--- config.mk ---
export PLATFORM = sky130hd
export DESIGN_NAME = vector_player_flat
export DESIGN_NICKNAME = d
export VERILOG_FILES = /design/src/rtl/vector_player_if.sv /design/src/rtl/vector_player.sv /design/src/flat_wrapper.sv
export SDC_FILE = /design/constraint.sdc
export NUM_CORES = 1
export LEC_CHECK = 0
export CAP_MARGIN = 20
export CORE_ASPECT_RATIO = 0.9
export CORE_MARGIN = 1
export CORE_UTILIZATION = 62
export CTS_BUF_LIST = sky130_fd_sc_hd__clkbuf_4 sky130_fd_sc_hd__clkbuf_8
export CTS_CLUSTER_SIZE = 10
export DETAILED_ROUTE_END_ITERATION = 6
export PLACE_DENSITY = 0.82
export SYNTH_ARGS = -nofsm -noshare
export SYNTH_HDL_FRONTEND = slang
export SYNTH_SLANG_ARGS = --single-unit
--- constraint.sdc ---
create_clock -name clk -period 3.9 [get_ports clk]
set_input_delay 0.585 -clock clk [delete_from_list [all_inputs] [get_ports clk]]
set_output_delay 0.585 -clock clk [all_outputs]
set_load 0.01 [all_outputs]
--- src/rtl/vector_player_if.sv ---
// Control/table-load and stimulus/expected bus of the vector player.
// master = the player itself, slave = the side that loads/starts it and consumes its outputs.
interface vector_player_if #(
  parameter int IN_WIDTH   = 8,
  parameter int EXP_WIDTH  = 8,
  parameter int ADDR_WIDTH = 4
);
  logic                          start;
  logic [ADDR_WIDTH:0]           num_vec;
  logic                          wr_en;
  logic [ADDR_WIDTH-1:0]         wr_addr;
  logic [IN_WIDTH+EXP_WIDTH-1:0] wr_data;
  logic [IN_WIDTH-1:0]           dut_in_vec;
  logic                          cmp_on;
  logic                          ctrans;
  logic [EXP_WIDTH-1:0]          exp_vec_out;
  logic                          busy;
  logic                          done;
  logic [ADDR_WIDTH:0]           vec_idx;

  modport master (
    input  start, num_vec, wr_en, wr_addr, wr_data,
    output dut_in_vec, cmp_on, ctrans, exp_vec_out, busy, done, vec_idx
  );

  modport slave (
    output start, num_vec, wr_en, wr_addr, wr_data,
    input  dut_in_vec, cmp_on, ctrans, exp_vec_out, busy, done, vec_idx
  );
endinterface

--- src/rtl/vector_player.sv ---
// Plays a table of {stimulus, expected} pairs into a DUT and feeds the comparator,
// delaying ctrans/expected by DUT_LAT so they line up with the DUT output.
module vector_player #(
  parameter int IN_WIDTH   = 8,
  parameter int EXP_WIDTH  = 8,
  parameter int DEPTH      = 16,
  parameter int ADDR_WIDTH = 4,
  parameter int DUT_LAT    = 0,
  parameter int GAP        = 0
) (
  input  logic           clk,
  input  logic           reset_,
  vector_player_if.master bus
);
  localparam int VW = IN_WIDTH + EXP_WIDTH;
  localparam int CW = 4;

  typedef enum logic [2:0] {IDLE, ISSUE, WAIT, DRAIN, DONE} state_e;

  logic [VW-1:0]                   mem_q [DEPTH];
  state_e                          state_q;
  logic [ADDR_WIDTH:0]             n_q, idx_q, n_d;
  logic [CW-1:0]                   cnt_q;
  logic [DUT_LAT:0]                vld_pipe_q;
  logic [DUT_LAT:0][EXP_WIDTH-1:0] exp_pipe_q;
  logic [IN_WIDTH-1:0]             dut_in_q;
  logic [EXP_WIDTH-1:0]            exp_out_q;
  logic                            busy_q, cmp_on_q, done_q;
  logic [VW-1:0]                   rd_d;
  logic                            issue_d;

  assign n_d     = (bus.num_vec > (ADDR_WIDTH+1)'(DEPTH)) ? (ADDR_WIDTH+1)'(DEPTH) : bus.num_vec;
  assign rd_d    = mem_q[idx_q[ADDR_WIDTH-1:0]];
  assign issue_d = (state_q == ISSUE);

  // Table survives reset; loads are only accepted while idle.
  always_ff @(posedge clk) begin
    if (bus.wr_en && state_q == IDLE) mem_q[bus.wr_addr] <= bus.wr_data;
  end

  always_ff @(posedge clk) begin
    if (!reset_) begin
      state_q    <= IDLE;
      n_q        <= '0;
      idx_q      <= '0;
      cnt_q      <= '0;
      vld_pipe_q <= '0;
      exp_pipe_q <= '0;
      dut_in_q   <= '0;
      exp_out_q  <= '0;
      busy_q     <= 1'b0;
      cmp_on_q   <= 1'b0;
      done_q     <= 1'b0;
    end else begin
      done_q        <= 1'b0;
      // Stage 0 becomes visible together with the new stimulus, so ctrans
      // from stage DUT_LAT lands exactly DUT_LAT cycles after it.
      vld_pipe_q[0] <= issue_d;
      if (issue_d) exp_pipe_q[0] <= rd_d[EXP_WIDTH-1:0];
      for (int i = 1; i <= DUT_LAT; i++) begin
        vld_pipe_q[i] <= vld_pipe_q[i-1];
        exp_pipe_q[i] <= exp_pipe_q[i-1];
      end
      if (vld_pipe_q[DUT_LAT]) exp_out_q <= exp_pipe_q[DUT_LAT];

      case (state_q)
        IDLE: begin
          if (bus.start) begin
            n_q      <= n_d;
            idx_q    <= '0;
            cnt_q    <= '0;
            busy_q   <= 1'b1;
            cmp_on_q <= 1'b1;
            state_q  <= (n_d == '0) ? DONE : ISSUE;
          end
        end
        ISSUE: begin
          dut_in_q <= rd_d[VW-1:EXP_WIDTH];
          idx_q    <= idx_q + 1'b1;
          cnt_q    <= '0;
          if (idx_q + 1'b1 == n_q) state_q <= DRAIN;
          else if (GAP > 0)        state_q <= WAIT;
        end
        WAIT: begin
          if (cnt_q == CW'(GAP - 1)) begin
            cnt_q   <= '0;
            state_q <= ISSUE;
          end else begin
            cnt_q <= cnt_q + 1'b1;
          end
        end
        DRAIN: begin
          // Last token leaves the pipe and its expected value is presented.
          if (cnt_q == CW'(DUT_LAT + 1)) state_q <= DONE;
          else                           cnt_q   <= cnt_q + 1'b1;
        end
        DONE: begin
          done_q   <= 1'b1;
          busy_q   <= 1'b0;
          cmp_on_q <= 1'b0;
          state_q  <= IDLE;
        end
        default: state_q <= IDLE;
      endcase
    end
  end

  assign bus.dut_in_vec  = dut_in_q;
  assign bus.cmp_on      = cmp_on_q;
  assign bus.ctrans      = vld_pipe_q[DUT_LAT];
  assign bus.exp_vec_out = exp_out_q;
  assign bus.busy        = busy_q;
  assign bus.done        = done_q;
  assign bus.vec_idx     = idx_q;
endmodule

--- src/flat_wrapper.sv ---
// flat-port wrapper written by rule: the top's interface ports become plain ports
module vector_player_flat 
#(
  parameter int IN_WIDTH   = 8,
  parameter int EXP_WIDTH  = 8,
  parameter int DEPTH      = 16,
  parameter int ADDR_WIDTH = 4,
  parameter int DUT_LAT    = 0,
  parameter int GAP        = 0
)
  (clk, reset_, bus_start, bus_num_vec, bus_wr_en, bus_wr_addr, bus_wr_data, bus_dut_in_vec, bus_cmp_on, bus_ctrans, bus_exp_vec_out, bus_busy, bus_done, bus_vec_idx);
  vector_player_if #(.IN_WIDTH(IN_WIDTH), .EXP_WIDTH(EXP_WIDTH), .ADDR_WIDTH(ADDR_WIDTH)) bus_i ();
  input  logic clk;
  input  logic reset_;
  input wire logic [$bits(bus_i.start)-1:0] bus_start;
  input wire logic [$bits(bus_i.num_vec)-1:0] bus_num_vec;
  input wire logic [$bits(bus_i.wr_en)-1:0] bus_wr_en;
  input wire logic [$bits(bus_i.wr_addr)-1:0] bus_wr_addr;
  input wire logic [$bits(bus_i.wr_data)-1:0] bus_wr_data;
  output wire logic [$bits(bus_i.dut_in_vec)-1:0] bus_dut_in_vec;
  output wire logic [$bits(bus_i.cmp_on)-1:0] bus_cmp_on;
  output wire logic [$bits(bus_i.ctrans)-1:0] bus_ctrans;
  output wire logic [$bits(bus_i.exp_vec_out)-1:0] bus_exp_vec_out;
  output wire logic [$bits(bus_i.busy)-1:0] bus_busy;
  output wire logic [$bits(bus_i.done)-1:0] bus_done;
  output wire logic [$bits(bus_i.vec_idx)-1:0] bus_vec_idx;
  assign bus_i.start = bus_start;
  assign bus_i.num_vec = bus_num_vec;
  assign bus_i.wr_en = bus_wr_en;
  assign bus_i.wr_addr = bus_wr_addr;
  assign bus_i.wr_data = bus_wr_data;
  assign bus_dut_in_vec = bus_i.dut_in_vec;
  assign bus_cmp_on = bus_i.cmp_on;
  assign bus_ctrans = bus_i.ctrans;
  assign bus_exp_vec_out = bus_i.exp_vec_out;
  assign bus_busy = bus_i.busy;
  assign bus_done = bus_i.done;
  assign bus_vec_idx = bus_i.vec_idx;
  vector_player #(.IN_WIDTH(IN_WIDTH), .EXP_WIDTH(EXP_WIDTH), .DEPTH(DEPTH), .ADDR_WIDTH(ADDR_WIDTH), .DUT_LAT(DUT_LAT), .GAP(GAP)) u_core (.clk(clk), .reset_(reset_), .bus(bus_i));
endmodule
Word-level counts from Yosys, hierarchy flattened
Memory sizes are Yosys's and may differ from the RTL's. A register that Yosys moved wholly into a read port is not among the register bits. Index checks and enable logic that the tools add are counted.

Flip-flop bits (word level): 28. Memory bits (writable): 256. Input port bits: 29. Output and inout bits: 25. Logic and storage cells: 54. Memories kept: 1.

Memory list: u_core.mem_q (words 16, bits a word 16, read ports 1, clocked after Yosys merged registers in 1, wr ports 1, line vector_player.sv:20) `logic [VW-1:0] mem_q [DEPTH];`.

Add/subtract/negate cells: 2. $lt $le $gt $ge: 1. Equality and inequality tests: 12. Mux-type cells: 18. Reductions and logical operators: 12.

Operators with widths (number): 4-bit case mux with 4 select lines (1); 3-bit 2-to-1 mux (5); 4-bit 2-to-1 mux (3); 3-bit case mux with 4 select lines (1); 5-bit 2-to-1 mux (2); 5-bit case mux with 2 select lines (1); 3-bit by 2-bit == test with 1-bit output, second input constant (2); 2-bit inequality test, second input constant (3); 2-bit AND reduction (3); 5-bit by 1-bit adder with 5-bit output, second input constant (1); 5-bit == test (1); 5-bit > comparator, second input constant (1); 5-bit logical NOT (1); 4-bit by 1-bit adder with 4-bit output, second input constant (1); 4-bit by 1-bit == test with 1-bit output, second input constant (1); 4-bit == test, second input constant (1); 1-bit 2-to-1 mux (4); 2-bit by 1-bit inequality test with 1-bit output, second input constant (2); 4-bit AND reduction (1); 2-bit nonzero test (2); 4-bit nonzero test (1); 3-bit by 1-bit == test with 1-bit output, second input constant (1); 3-bit == test, second input constant (1); 3-bit logical NOT (1); 4 further kinds (4).

Depth between registers and ports, before layout
Depth in word-level cells: 6. Mapped depth: 7. Depth with buffers taken out: 6.

Worst setup path before layout
OpenSTA, ideal clock, no wires.

Path type: register to register. From: register u_core.state_q[2]. To: memory u_core.mem_q[0][0] (netlist bit), enable pin. Library setup time: 0.409 ns. Arrival: 2.327 ns. Data required time: 3.491 ns. Setup slack: 1.163 ns. Cell stages (with the launch flop): 6. Path buffers: 1. Period minus slack after synthesis: 2.737 ns. Cell sequence: dfxtp_1 -> buf_2 -> nor3_2 -> nand2_1 -> or3_1 -> nor3_1.

Cells in the longest elaborated chain, start to end: 4.

RTL lines: start: declaration (line vector_player.sv:21) `state_e state_q;`; start signal: assignment (line vector_player.sv:74) `state_q <= (n_d == '0) ? DONE : ISSUE;`; 3-bit logical NOT (line vector_player.sv:38) `if (bus.wr_en && state_q == IDLE) mem_q[bus.wr_addr] <= bus.wr_data;`; 1-bit logical AND (line vector_player.sv:38); 1-bit 2-to-1 mux (line vector_player.sv:38); 1-bit 2-to-1 mux (implied by the code) (line vector_player.sv:38); end: declaration (line vector_player.sv:20).

No other way between the ends.

Worst setup path in the final report
From: register u_core.idx_q[2], in the netlist u_core.bus.vec_idx[2]. To: output bus_vec_idx[2].

RTL lines: start: declaration (line vector_player.sv:22) `logic [ADDR_WIDTH:0] n_q, idx_q, n_d;`; start signal: assignment (line vector_player.sv:79) `idx_q <= idx_q + 1'b1;`; end: declaration (line flat_wrapper.sv:26) `output wire logic [$bits(bus_i.vec_idx)-1:0] bus_vec_idx;`.

No word-level cell between the ends.

==> summary.md <==
| Metric | Value |
|---|---|
| Flops & latches, synth | 300 |
| Max-Slew Margin vs Limit | 32.96% |
| Grt ovf | 0 |
| Fin. max-slew vios | 0 |
| Syn Area/Cell | 19.45 um2 |
| DP HPWL | 13.97 mm |
| Post-CTS setup buffer count | 0 |
| Period minus WS final | 2.598 ns |
| First-pass GRT wire length | 35.11 mm |
| Critical path class | register to output port |
| CP top delay family | flip-flops |
| Final Hold Viols | 0 |
| Top_reg_cell synth | edfxtp_1 |
| Die Width | 146.9 um |
| CP peak stage delay | 0.80 ns |
| Arrival @ worst endpoint | 2.01 ns |
| Post-synth ARST share | 0% |
| Clk_lat worst skew | 0.55 ns |
| Clk buf depth | 3 |
| CP Cell Sequence | clkdlybuf4s50_1 |
| Layout cells sized above 1 | 24.76% |
| Grt met1 use | 34.35% |
| Final cycle utilization of the critical path | 66.62% |
| Antenna cells | 0 |
| Mapped Nets | 634 |
| Gp weighted congestion | 0.7894 |
| RSZ-0062 raised after global routing | false |
| Iter 0 DRT Violations | 512 |
| Status | completed |
| Syn. warnings | 0 |
| Clock sinks | 300 |
| Finished Cell Area | 13440 um2 |
| Max stage delay cell, worst path | dfxtp_4 |
| Synth cell types | 49 |
| Final wirelength | 22.75 mm |
| CTS buffer count | 45 |
| P&R area growth vs syn | 14.77% |
| Crit end category | output port |
| Leakage | 4.159 nW |
| Wire length per cell | 23.60 um |
| Final setup viols | 0 |
| Hold depth | 2 |
| Fmax | 0.3849 GHz |
| Actual slew at the worst max-slew pin | 1.005 ns |
| Dpl cell area | 12550 um2 |
| Worst min path class | register to register |
| Post-synthesis sequential area ratio | 73.16% |
| Busiest layer in global routing | met2 |
| CTS tree | done |
| EDFF count, synth | 256 |
| Worst Reg-to-Reg Cells | 3 |
| # DRC | 0 |
| CTS root buffer | clkbuf_8 |
| Mapped Cells | 602 |
| Antenna violations before repair | 0 |
| CTS HTree Levels | 2 |
| Synthesized area | 11710 um2 |
| Clock transition at the register clock pins on the worst setup and hold paths after CTS | 0.06 ns |
| Via/cell ratio | 6.193 |
| Total of max-cap violations | 0 |
| Crit path launch type | register |
| Antenna Nets Post-Route | 0 |
| Vias in the first global route | 6132 |
| Starting density of the core | 63.42% |
| Fin Setup TNS | 0 ns |
| Critical Path Stages | 1 |
| Peak VDD IR | 0.4380 mV |
| CP bufs+invs | 1 |
| Nets@finish | 715 |
| Initial DRT Pass Iterations | 5 |
| Num ports | 54 |
| Pre-CTS setup slack | 1.244 ns |
| Routing usage on met2 | 38.86% |
| Die H | 132.4 um |
| Clock Skews | 0.01625 ns |
| Die ar. | 19440 um2 |
| Worst-path fanout max | 37 |
| PD cells | 472.3 nW/um2 |
| GRT Total Usage | 24.65% |
| Area of the core | 18470 um2 |
| Met3 usage in global routing | 5.709% |
| CTS resizes | 0 |
| Setup ws final | 1.302 ns |
| Port bufs | 53 |
| Hold buffer count at cts | 0 |
| FP Rows | 47 |
| Vias | 5970 |
| Largest net degree at the start of global routing | 55 |
| WP data required | 3.31 ns |
==> worst paths after layout <==
check / to / slack, ns / from
setup / recovery: bus_vec_idx[2] / 1.30 / u_core.bus.vec_idx[2]$_SDFFE_PN0P_
hold / removal: u_core.n_q[3]$_SDFFE_PN0P_ / 0.49 / u_core.n_q[3]$_SDFFE_PN0P_
setup reg to reg: u_core.mem_q[13][7]$_DFFE_PP_ / 1.35 / u_core.state_q[2]$_SDFFE_PN0P_
hold reg to reg: u_core.n_q[3]$_SDFFE_PN0P_ / 0.49 / u_core.n_q[3]$_SDFFE_PN0P_
==> cells in the final DEF, fill, tap and decap left out, types with 3 or more instances in the layout <==
master	synthesis	final
a21boi_0	7	7
a21oi_1	3	3
buf_4	10	13
clkbuf_4	0	12
clkbuf_8	0	47
clkdlybuf4s50_1	0	53
clkinv_1	0	12
clkinv_2	0	9
dfxtp_1	44	41
edfxtp_1	256	256
ha_1	3	3
mux2i_1	40	40
mux4_2	64	64
nand2_1	14	14
nand3_1	24	24
nand3b_1	5	5
nor2_1	20	14
nor2_2	0	6
nor2b_1	13	13
nor3_1	7	3
nor3_2	1	5
nor3b_1	4	4
o21a_1	3	3
o21ai_0	5	5
o221ai_1	6	6
o221ai_2	10	10
or3_1	3	3
xnor2_1	3	3
==> worst reg2reg max path, cell delays in order (launching register included) <==
cell and delay [ns]:
dfxtp_1 0.45, nor3_2 0.50, nand4b_1 0.35, nor2_2 0.86
==> state kept, by name (all words and copies together) (netlist names) <==
signal and cells:
u_core.bus.vec_idx 5, u_core.bus.busy 1, u_core.bus.ctrans 1, u_core.bus.done 1, u_core.mem_q 256, u_core.bus.dut_in_vec 8, u_core.bus.exp_vec_out 8, u_core.state_q 3
u_core.cnt_q 4, u_core.n_q 5, u_core.exp_pipe_q 8
==> per-stage QoR <==
stage / total power, W / cells / hold slack, ns / util, %
after global routing: 0.006538 / 964 / 0.5220 / 72.79
after detailed placement: 0.003904 / 881 / 0.4800 / 67.94
after CTS: 0.006395 / 964 / 0.4923 / 72.79
after floorplan: 0.003758 / 602 / 0.4526 / -
final: 0.006348 / 964 / 0.4894 / 72.79
after global placement: 0.003887 / 881 / 0.4685 / 67.94
==> cell families after synthesis <==
group	share of synthesized area (%)
xor+xnor	0.3740
buf+inv	1.613
fa+ha+maj	0.3205
compound gates	3.440
simple gates	5.363
mux	15.73
flops	73.16
==> Yosys cell counts (all sizes together) (2+ instances only) <==
cell	number	area share, %
xor2	2	0.15
dfxtp	44	7.5
nor2	20	0.64
clkbuf	13	0.42
nor4b	2	0.20
ha	3	0.32
o21ai	5	0.21
xnor2	3	0.22
nand2	14	0.45
nor3	8	0.38
nor2b	13	0.69
nor3b	5	0.42
inv	2	0.064
mux2i	40	3.4
nand3	25	1.1
and3	2	0.11
o2bb2ai	2	0.15
or3	3	0.16
a21boi	9	0.58
a21oi	3	0.13
o221ai	16	1.7
nand4	2	0.11
o21a	3	0.19
buf	21	1.1
edfxtp	256	66
nand2b	2	0.11
nand3b	6	0.49
nor4	2	0.11
and2	3	0.16
nand4b	2	0.15
mux4	64	12
==> where the power goes <==
group          total (W)  internal (W)  switching [W]
clock network    0.00251       0.00137        0.00114
logic           0.000265      0.000111       0.000155
registers        0.00357       0.00353      0.0000377
==> layout make-up <==
| cell class | instances | area [um2] |
|---|---|---|
| clock buffers | 59 | 737.0 |
| inverters | 2 | 7.507 |
| flip-flops and latches | 300 | 8574 |
| well taps | 245 | 306.5 |
| repair buffers | 68 | 668.1 |
| fillers | 1069 | 5025 |
| clock inverters | 24 | 157.7 |
| multi-input cells | 266 | 2989 |
==> metal layers <==
layer,part of all wire (%),up-vias
li1,-,2640
met1,41,3026
met2,49,263
met3,7.8,41
met4,2.2,0
met5,0,-
No activity file was read; power rests on OpenSTA's default activity.
